[src/rtl/pc_fetch_unit.sv]
// rtl/pc_fetch_unit.sv - program counter and single-outstanding instruction fetch sequencer
// Optional FETCH_PERF_CNT_EN adds FetchCount/StallCount performance counters.
module pc_fetch_unit #(
    parameter logic [63:0] RESET_PC = 64'h0
) (
    input  logic        CLK,
    input  logic        Reset_L,
    input  logic [63:0] NextPC,
    input  logic        InstrAccept,
    input  logic        Stall,
    input  logic        IMemReqReady,
    input  logic        IMemRspValid,
    input  logic [31:0] IMemRspData,
    output logic [63:0] CurrentPC,
    output logic        IMemReqValid,
    output logic [63:0] IMemAddr,
    output logic        InstrValid,
    output logic [31:0] Instruction,
    output logic        FetchFault
`ifdef FETCH_PERF_CNT_EN
    ,
    output logic [31:0] FetchCount,
    output logic [31:0] StallCount
`endif
);

    localparam logic [2:0] ST_IDLE  = 3'd0;
    localparam logic [2:0] ST_REQ   = 3'd1;
    localparam logic [2:0] ST_WAIT  = 3'd2;
    localparam logic [2:0] ST_HOLD  = 3'd3;
    localparam logic [2:0] ST_FAULT = 3'd4;

    logic [2:0] state;
    logic       accept;

    // NextPC is only looked at inside an accept, so X on it elsewhere is harmless
    assign accept       = (state == ST_HOLD) && InstrAccept && !Stall;

    assign IMemReqValid = (state == ST_REQ);
    assign IMemAddr     = CurrentPC;
    assign InstrValid   = (state == ST_HOLD);
    assign FetchFault   = (state == ST_FAULT);

    always_ff @(posedge CLK or negedge Reset_L) begin
        if (!Reset_L) begin
            state       <= ST_IDLE;
            CurrentPC   <= RESET_PC;
            Instruction <= 32'h0;
        end else begin
            case (state)
                ST_IDLE: state <= ST_REQ;
                ST_REQ: begin
                    if (IMemReqReady) begin
                        state <= ST_WAIT;
                    end
                end
                ST_WAIT: begin
                    if (IMemRspValid) begin
                        Instruction <= IMemRspData;
                        state       <= ST_HOLD;
                    end
                end
                ST_HOLD: begin
                    if (accept) begin
                        if (NextPC[1:0] == 2'b00) begin
                            CurrentPC <= NextPC;
                            state     <= ST_REQ;
                        end else begin
                            state     <= ST_FAULT;
                        end
                    end
                end
                ST_FAULT: state <= ST_FAULT;
                default:  state <= ST_IDLE;
            endcase
        end
    end

`ifdef FETCH_PERF_CNT_EN
    always_ff @(posedge CLK or negedge Reset_L) begin
        if (!Reset_L) begin
            FetchCount <= 32'h0;
            StallCount <= 32'h0;
        end else begin
            if (accept && (NextPC[1:0] == 2'b00)) begin
                FetchCount <= FetchCount + 32'd1;
            end
            if ((state == ST_HOLD) && Stall) begin
                StallCount <= StallCount + 32'd1;
            end
        end
    end
`endif

endmodule

[config.mk]
export PLATFORM = sky130hd
export DESIGN_NAME = pc_fetch_unit
export DESIGN_NICKNAME = d
export VERILOG_FILES = /design/src/rtl/pc_fetch_unit.sv
export SDC_FILE = /design/constraint.sdc
export NUM_CORES = 1
export LEC_CHECK = 0
export ABC_AREA = 0
export BUFFER_PORTS_ARGS = -buffer_cell sky130_fd_sc_hd__buf_2
export CAP_MARGIN = 20
export CORE_AREA = 2 2 103 105
export DETAILED_ROUTE_END_ITERATION = 6
export DIE_AREA = 0 0 105 107
export HOLD_SLACK_MARGIN = 0.15
export PLACE_DENSITY_LB_ADDON = 0.15
export REMOVE_ABC_BUFFERS = 1
export SLEW_MARGIN = 20
export SYNTH_ARGS = -nofsm -noshare
export SYNTH_HDL_FRONTEND = slang
export SYNTH_SLANG_ARGS = --single-unit
export TNS_END_PERCENT = 30
[constraint.sdc]
create_clock -name CLK -period 1.7 [get_ports CLK]
set_input_delay 0.34 -clock CLK [delete_from_list [all_inputs] [get_ports CLK]]
set_output_delay 0.34 -clock CLK [all_outputs]
set_load 0.01 [all_outputs]
Word-level counts from Yosys, hierarchy flattened
Index checks and enable logic that the tools add are counted.
{"block": "word_totals", "reg_bits": 99, "inputBits": 102}
{"block": "op_classes", "eq_ne": 7, "n_mux": 5, "reduce_logical": 8}
{"op": "3-bit case mux with 5 select lines", "count": 1}
{"op": "3-bit 2-to-1 mux", "count": 4}
{"op": "3-bit by 2-bit == test with 1-bit output, second input constant", "count": 2}
{"op": "3-bit AND reduction", "count": 2}
{"op": "2-bit != test, second input constant", "count": 2}
{"op": "3-bit by 1-bit == test with 1-bit output, second input constant", "count": 1}
{"op": "3-bit == test, second input constant", "count": 1}
{"op": "3-bit zero test", "count": 1}
{"op": "1-bit logical AND", "count": 2}
{"op": "2-bit zero test", "count": 1}
{"op": "2-bit by 1-bit != test with 1-bit output, second input constant", "count": 1}
{"op": "2-bit AND reduction", "count": 1}
{"op": "1-bit zero test", "count": 1}

Depth between registers and ports, before layout
Gate-level depths: netlist of run 1.
{"block": "depth", "word_depth": 5, "mapped_depth": 4, "depth_no_buf": 3}

Worst setup path after synthesis of run 1
OpenSTA, ideal clock, no wires.
{"block": "synth_path", "path_kind": "reg-to-reg", "from": "reg state[0]", "to": "reg Instruction[10]", "setup_ns": 0.125, "arrival_time_ns": 1.392, "path_slack_ns": 0.183, "stages_incl_launch_ff": 4, "path_buffers": 1, "period_less_slack_ns": 1.517, "cell_sequence": "dfrtp_1 nor3_1 buf_2 mux2_2"}
{"block": "synth_between", "elab_chain_len": 2}
{"element": "from (decl)", "line_no": "33", "rtl": "logic [2:0] state;"}
{"element": "from (signal assigned)", "line_no": "46", "rtl": "state <= ST_IDLE;"}
{"element": "from (signal assigned)", "line_no": "51", "rtl": "ST_IDLE: state <= ST_REQ;"}
{"element": "from (signal assigned)", "line_no": "54", "rtl": "state <= ST_WAIT;"}
{"element": "3-bit by 2-bit == test with 1-bit output", "line_no": "50", "rtl": "case (state)"}
{"element": "2-bit AND reduction (no line)"}
{"element": "to (signal assigned)", "line_no": "59", "rtl": "Instruction <= IMemRspData;"}
{"element": "to (decl)", "line_no": "18", "rtl": "output logic [31:0] Instruction,"}
Every way passes these cells.
A chain may end at the register's enable or synchronous reset.

Worst setup path in the final report of run 1
{"block": "layout_path", "from": "reg state[2]", "to": "out IMemReqValid"}
{"block": "layout_between", "elab_chain_len": 1}
{"element": "3-bit by 1-bit == test with 1-bit output", "line_no": "39", "rtl": "assign IMemReqValid = (state == ST_REQ);"}
{"element": "to (decl)", "line_no": "15", "rtl": "output logic IMemReqValid,"}
Every way passes these cells.

==> results.md, run 1 <==
- Area Overhead vs Synth: 29.0%
- Register area share after synthesis: 0.581
- Status: completed
- Mux share of post-synthesis cell area: 0.248
- Fin util: 0.545
- Initial antenna violation count: 0
- Pre-Repair DR Iteration Count: 4
- Crit path max fanout: 5
- Total grt overflow: 0
- Via Count: 2905
- LEAKAGE: 3.09 nW
- NumNets Final: 603
- TritonCTS Buffers: 9
- Detailed Route WL: 9.38 mm
- DRC Markers: 0
- Die height: 107 um
- Design area: 0.00550 sq mm
- First DRT Iteration DRCs: 68
- Clk_lat worst skew: 0.35 ns
- Root Driver: clkbuf_8
- Max Clock Skew: 0.00905 ns
- Synth Area in Compound Gates: 0.00969
- Hold crit path type: in2reg
- Post-synthesis cell count: 290
- WS Path Type: reg2out
- Synth Area in Adders: 0
- Synth warn: 0
- Setup_tns: 0 ns
- Row count: 37
- Mapped Area: 0.00426 sq mm
- Min-delay src: IMemRspData[3]
- Post-DRT Antenna Nets: 0
- Slew margin rel.: 0.655
- ANT cells: 0
- Fillers: 915
- Core Region: 0.0101 sq mm
- CTS tree: done
- Most common cell after layout, fill and taps aside: buf_2
- Worst Tran Pin Value: 0.517 ns
- Vias in the first global route: 2718
- Placed Area: 0.00527 sq mm
- H-tree Lvls: 3
- Via density: 4.52
- Largest net degree at the start of global routing: 100
- Largest family of logic cells by synthesized area: multiplexers
- Yosys top cell by area: dfrtp_1
- Worst Setup SP: state[2]
- Total power divided by cell area: 1840 mW/mm^2
- I/O Buffers: 264
- Hold Violations, Final: 0
- Crit path capture type: output port
- Post-Synth Simple-Gate Area: 0.0270
- Initial core utilization: 0.422
- Hold Slack: 0.209 ns
- MaxCap Viol Count: 0
- Largest cells by area after synthesis: dfrtp_1 58%, mux2_2 25%, buf_4 11%
- VDD IR-drop max: 0.917 mV
- Crit path arrival time: 1.30 ns
- Final slew viol count: 0
- Die ar.: 0.0112 sq mm
- Cell variety after synth: 20
- Synthesized flop and latch total: 99
- RSZ-0062 raised after global routing: yes
- Global-route total usage across every layer: 0.163
- Global-route wire length before repair: 14.2 mm
- Mean post-synth cell area: 14.7 sq um
- Post-synth top area share: 0.581
- Post-DP HPWL: 7.00 mm
- Worst R2R Start: state[2]
- Synth Area in XOR/XNOR: 0
- Commonest cells after routing, fill and taps aside: 263 x buf_2, 98 x dfrtp_1, 94 x mux2_2
- Tcrit/Tclk final: 0.966
- Proportion of layout cells with a drive suffix above 1: 0.763
- F_max: 0.609 GHz
- Clock Path Buffers: 2
- I/O pin count: 265
- Clk sinks: 99
- WL per Instance: 14.6 um
- Worst Path Required: 1.36 ns
- GPL Wtd Cong: 0.845
- Minimum clock period: 1.64 ns
- Startpoint Class: flop
- CTS clk-pin slew, worst paths: 0.09 ns
- Number of setup violations in the final report: 0
- Die Wd: 105 um
final timing paths:
check	end	slack [ns]	depth (start not counted)
worst min-delay path	Instruction[3]	0.21	2
worst max-delay path	IMemReqValid	0.06	3
max in group asynchronous	state[1]	0.69	3
worst min register to register	Instruction[21]	0.51	1
min in group asynchronous	Instruction[15]	0.60	3
worst max register to register	CurrentPC[2]	0.15	4
critical path, cell delays in order (launching register included):
cell and delay (ns):
dfrtp_1 0.42, and2b_2 0.28, nor2b_1 0.13, buf_2 0.13
flip-flops by register name, indices dropped and copies added, names as in the netlist:
signal       count
CurrentPC       64
Instruction     32
state            3
routing by layer:
layer,global-route usage,wire [um],share of wire,vias up
met2,0.281,5030,0.54,126
li1,-,-,-,1353
met4,0.0705,140,0.015,0
met1,0.196,3550,0.38,1414
met5,0,0,0,-
met3,0.0383,658,0.070,12
kinds of logic after synthesis:
family / Yosys count
and+or+nand+nor: 17
DFF: 99
buffers and inverters: 74
AOI/OAI and AO/OA: 6
muxes: 94
area by class of cell:
type,instances,area (sq um),share of cell area
Clock buffer,14,163,0.0296
Clock inverter,2,10.0,0.00182
Multi-Input combinational cell,117,1230,0.224
Sequential cell,99,2480,0.451
Tap cell,136,170,0.0310
Timing Repair Buffer,274,1440,0.263
repair_timing:
| action | in CTS | in global routing |
|---|---|---|
| gates cloned | 0 | 0 |
| setup endpoints to repair | 3 | 3 |
| endpoints found under the hold margin | 99 | 0 |
| pin swaps | 1 | 1 |
| setup buffers | 0 | 3 |
| resized for setup | 1 | 3 |
| hold buffers | 1 | 0 |
power breakdown:
group,internal [mW],total [mW],switching (mW)
logic,2.37,4.53,2.16
registers,3.49,4.25,0.760
clock network,0.611,1.35,0.736
stage by stage:
step / setup slack, ns / std cells / power, mW
2_1_floorplan: -1.64 / 216 / 6.44
3_3_place_gp: 0.167 / 622 / 8.72
3_5_place_dp: 0.122 / 622 / 8.80
4_1_cts: -0.00763 / 639 / 10.2
5_1_grt: -0.0384 / 642 / 10.8
6_report: 0.0573 / 642 / 10.1
synth_stat cells:
cell type and count:
nor2b_1 4, a21oi_1 2, nand4_4 1, and2b_2 1, nor3_1 1, o22a_1 1, buf_4 64, or2_2 1
buf_6 6, mux2_2 94, a22oi_1 1, nor2_1 2, o2bb2ai_1 1, nand2_1 2, dfrtp_1 99, buf_2 4
and2_1 3, nand3b_1 1, a31oi_1 1, nor3b_1 1
Note: power is estimated with default switching activity, not from simulation.
==> inputs of run 2 (changes only) <==
--- a/config.mk
+++ b/config.mk
@@ -8,9 +8,8 @@
 export ABC_AREA = 0
 export BUFFER_PORTS_ARGS = -buffer_cell sky130_fd_sc_hd__buf_2
 export CAP_MARGIN = 20
-export CORE_AREA = 2 2 103 105
+export CORE_UTILIZATION = 40
 export DETAILED_ROUTE_END_ITERATION = 6
-export DIE_AREA = 0 0 105 107
 export HOLD_SLACK_MARGIN = 0.15
 export PLACE_DENSITY_LB_ADDON = 0.15
 export REMOVE_ABC_BUFFERS = 1
==> results.md, run 2 (synthesis results as in run 1) <==
- Post-DRT Antenna Nets: 0 (unchanged)
- Worst Path Required: 1.94 ns (was 1.36 ns)
- I/O pin count: 265 (unchanged)
- Die ar.: 0.0111 sq mm (was 0.0112 sq mm)
- TritonCTS Buffers: 9 (unchanged)
- Most flops, register: CurrentPC (unchanged)
- Clock group share of total power: 0.155 (was 0.133)
- Global-route wire length before repair: 13.9 mm (was 14.2 mm)
- Multi-input combinational cell area: 0.00123 sq mm (unchanged)
- Via density: 4.51 (was 4.52)
- WS Path Type: reg2reg (was reg2out)
- Total power divided by cell area: 1870 mW/mm^2 (was 1840 mW/mm^2)
- Initial core utilization: 0.413 (was 0.422)
- NetSw: 3.66 mW (was 3.65 mW)
- Minimum clock period: 1.66 ns (was 1.64 ns)
- Pre-Repair DR Iteration Count: 4 (unchanged)
- Regs by FF count: CurrentPC (64), Instruction (32), state (3) (unchanged)
- Row count: 37 (unchanged)
- Clk sinks: 99 (unchanged)
- ANT cells: 0 (unchanged)
- GPL Wtd Cong: 0.796 (was 0.845)
- Initial antenna violation count: 0 (unchanged)
- H-tree Lvls: 3 (unchanged)
- CTS clk-pin slew, worst paths: 0.09 ns (about the same)
- WL per Instance: 14.0 um (was 14.6 um)
- Switching share of power: 0.351 (was 0.361)
- NumNets Final: 605 (was 603)
- Flop pwr share: 0.404 (was 0.419)
- Reg area: 0.00248 sq mm (about the same)
- VDD IR-drop max: 0.957 mV (was 0.917 mV)
- Area Overhead vs Synth: 31.1% (was 29.0%)
- Status: completed (unchanged)
- Hold crit path type: in2reg (unchanged)
- Placed Area: 0.00531 sq mm (was 0.00527 sq mm)
- Hold Slack: 0.204 ns (was 0.209 ns)
- Crit path arrival time: 1.89 ns (was 1.30 ns)
- Most common cell after layout, fill and taps aside: buf_2 (unchanged)
- Final slew viol count: 0 (unchanged)
- MaxCap Viol Count: 0 (unchanged)
- Worst Tran Pin Value: 0.269 ns (was 0.517 ns)
- Largest net degree at the start of global routing: 50 (was 100)
- Total grt overflow: 0 (unchanged)
- Fillers: 922 (was 915)
- Post-DP HPWL: 6.88 mm (was 7.00 mm)
- Commonest cells after routing, fill and taps aside: 263 x buf_2, 99 x dfrtp_1, 94 x mux2_2 (was 263 x buf_2, 98 x dfrtp_1, 94 x mux2_2)
- Vias in the first global route: 2727 (was 2718)
- Proportion of layout cells with a drive suffix above 1: 0.765 (was 0.763)
- Clock Path Buffers: 2 (unchanged)
- Number of setup violations in the final report: 0 (unchanged)
- Cell Int Power: 6.76 mW (was 6.47 mW)
- Design area: 0.00559 sq mm (was 0.00550 sq mm)
- Startpoint Class: flop (unchanged)
- Root Driver: clkbuf_8 (unchanged)
- Crit path max fanout: 43 (was 5)
- Max Clock Skew: 0.0129 ns (was 0.00905 ns)
- DRC Markers: 0 (unchanged)
- Detailed Route WL: 9.02 mm (was 9.38 mm)
- Max reg flops: 64 (unchanged)
- Crit path capture type: flop (was output port)
- Hold Violations, Final: 0 (unchanged)
- CTS tree: done (unchanged)
- Core Region: 0.0103 sq mm (was 0.0101 sq mm)
- Gate power share: 0.440 (was 0.448)
- F_max: 0.603 GHz (was 0.609 GHz)
- LEAKAGE: 3.12 nW (was 3.09 nW)
- First DRT Iteration DRCs: 60 (was 68)
- I/O Buffers: 264 (unchanged)
- Slew margin rel.: 0.820 (was 0.655)
- Tcrit/Tclk final: 0.975 (was 0.966)
- Clk_lat worst skew: 0.36 ns (was 0.35 ns)
- Die height: 105 um (was 107 um)
- Global-route total usage across every layer: 0.164 (was 0.163)
- Via Count: 2903 (was 2905)
- Die Wd: 105 um (about the same)
[run 2: changes by cell type in the layout (fill, tap and decap cells not counted)]
cell	previous run	this run
buf_12	3	6
clkbuf_8	11	10
dfrtp_2	1	0
clkinvlp_4	0	2
dfrtp_1	98	99
clkinv_2	2	0
bufinv_16	0	2
clkbuf_1	3	1
buf_6	1	0
[run 2: through the flow]
stage / total power [mW] / utilization / worst slack, ns / TNS (ns) / std cells
finish: 10.4 / 0.541 / 0.0427 / 0 / 643
CTS: 10.4 / 0.537 / -0.0116 / -0.0116 / 640
global placement: 8.70 / 0.515 / 0.167 / 0 / 624
floorplan: 6.44 / - / -1.64 / -67.16 / 216
detailed placement: 8.77 / 0.515 / 0.134 / 0 / 624
global route: 11.1 / 0.541 / -0.0103 / -0.0252 / 643
[run 2: critical path, cell delays in order (launching register included)]
cell and delay, ns:
dfrtp_1 0.39, and2b_2 0.27, buf_12 0.14, nand4_4 0.11
buf_12 0.24, mux2_2 0.37
[run 2: final cells by class]
class,count,area share
timing repair buffer,276,0.267
tap,136,0.0305
clock buffer,11,0.0253
multi-input combinational,117,0.220
clock inverter,4,0.0134
sequential,99,0.443
[run 2: what timing repair did]
action                     CTS  global route
hold endpoints to repair    99             0
setup buffers                0             3
setup endpoints to repair    3             3
pin swaps                    1             0
hold buffers                 1             0
resized for setup            1             1
[run 2: power by group through the flow]
stage	clock network, mW	registers, mW	logic, mW
final	1.62	4.22	4.59
after global routing	1.79	4.38	4.92
after CTS	1.69	4.23	4.52
after detailed placement	0	4.27	4.51
after global placement	0	4.22	4.48
after floorplan	0	5.14	1.30
[run 2: per-layer routing]
layer / global-route usage / vias to the layer above / part of all wire
met4: 0.0795 / 0 / 0.017
met5: 0 / - / 0
li1: - / 1345 / -
met1: 0.198 / 1418 / 0.39
met2: 0.278 / 129 / 0.53
met3: 0.0343 / 11 / 0.062
[run 2: path summary, 6_finish.rpt]
check | startpoint | end | slack (ns) | cells past startpoint
worst max-delay path | state[2] | CurrentPC[48] | 0.04 | 5
worst max register to register | state[2] | CurrentPC[48] | 0.04 | 5
worst min register to register | state[2] | state[1] | 0.50 | 1
min in group asynchronous | Reset_L | Instruction[26] | 0.36 | 2
max in group asynchronous | Reset_L | CurrentPC[0] | 0.85 | 3
worst min-delay path | IMemRspData[4] | Instruction[4] | 0.20 | 2
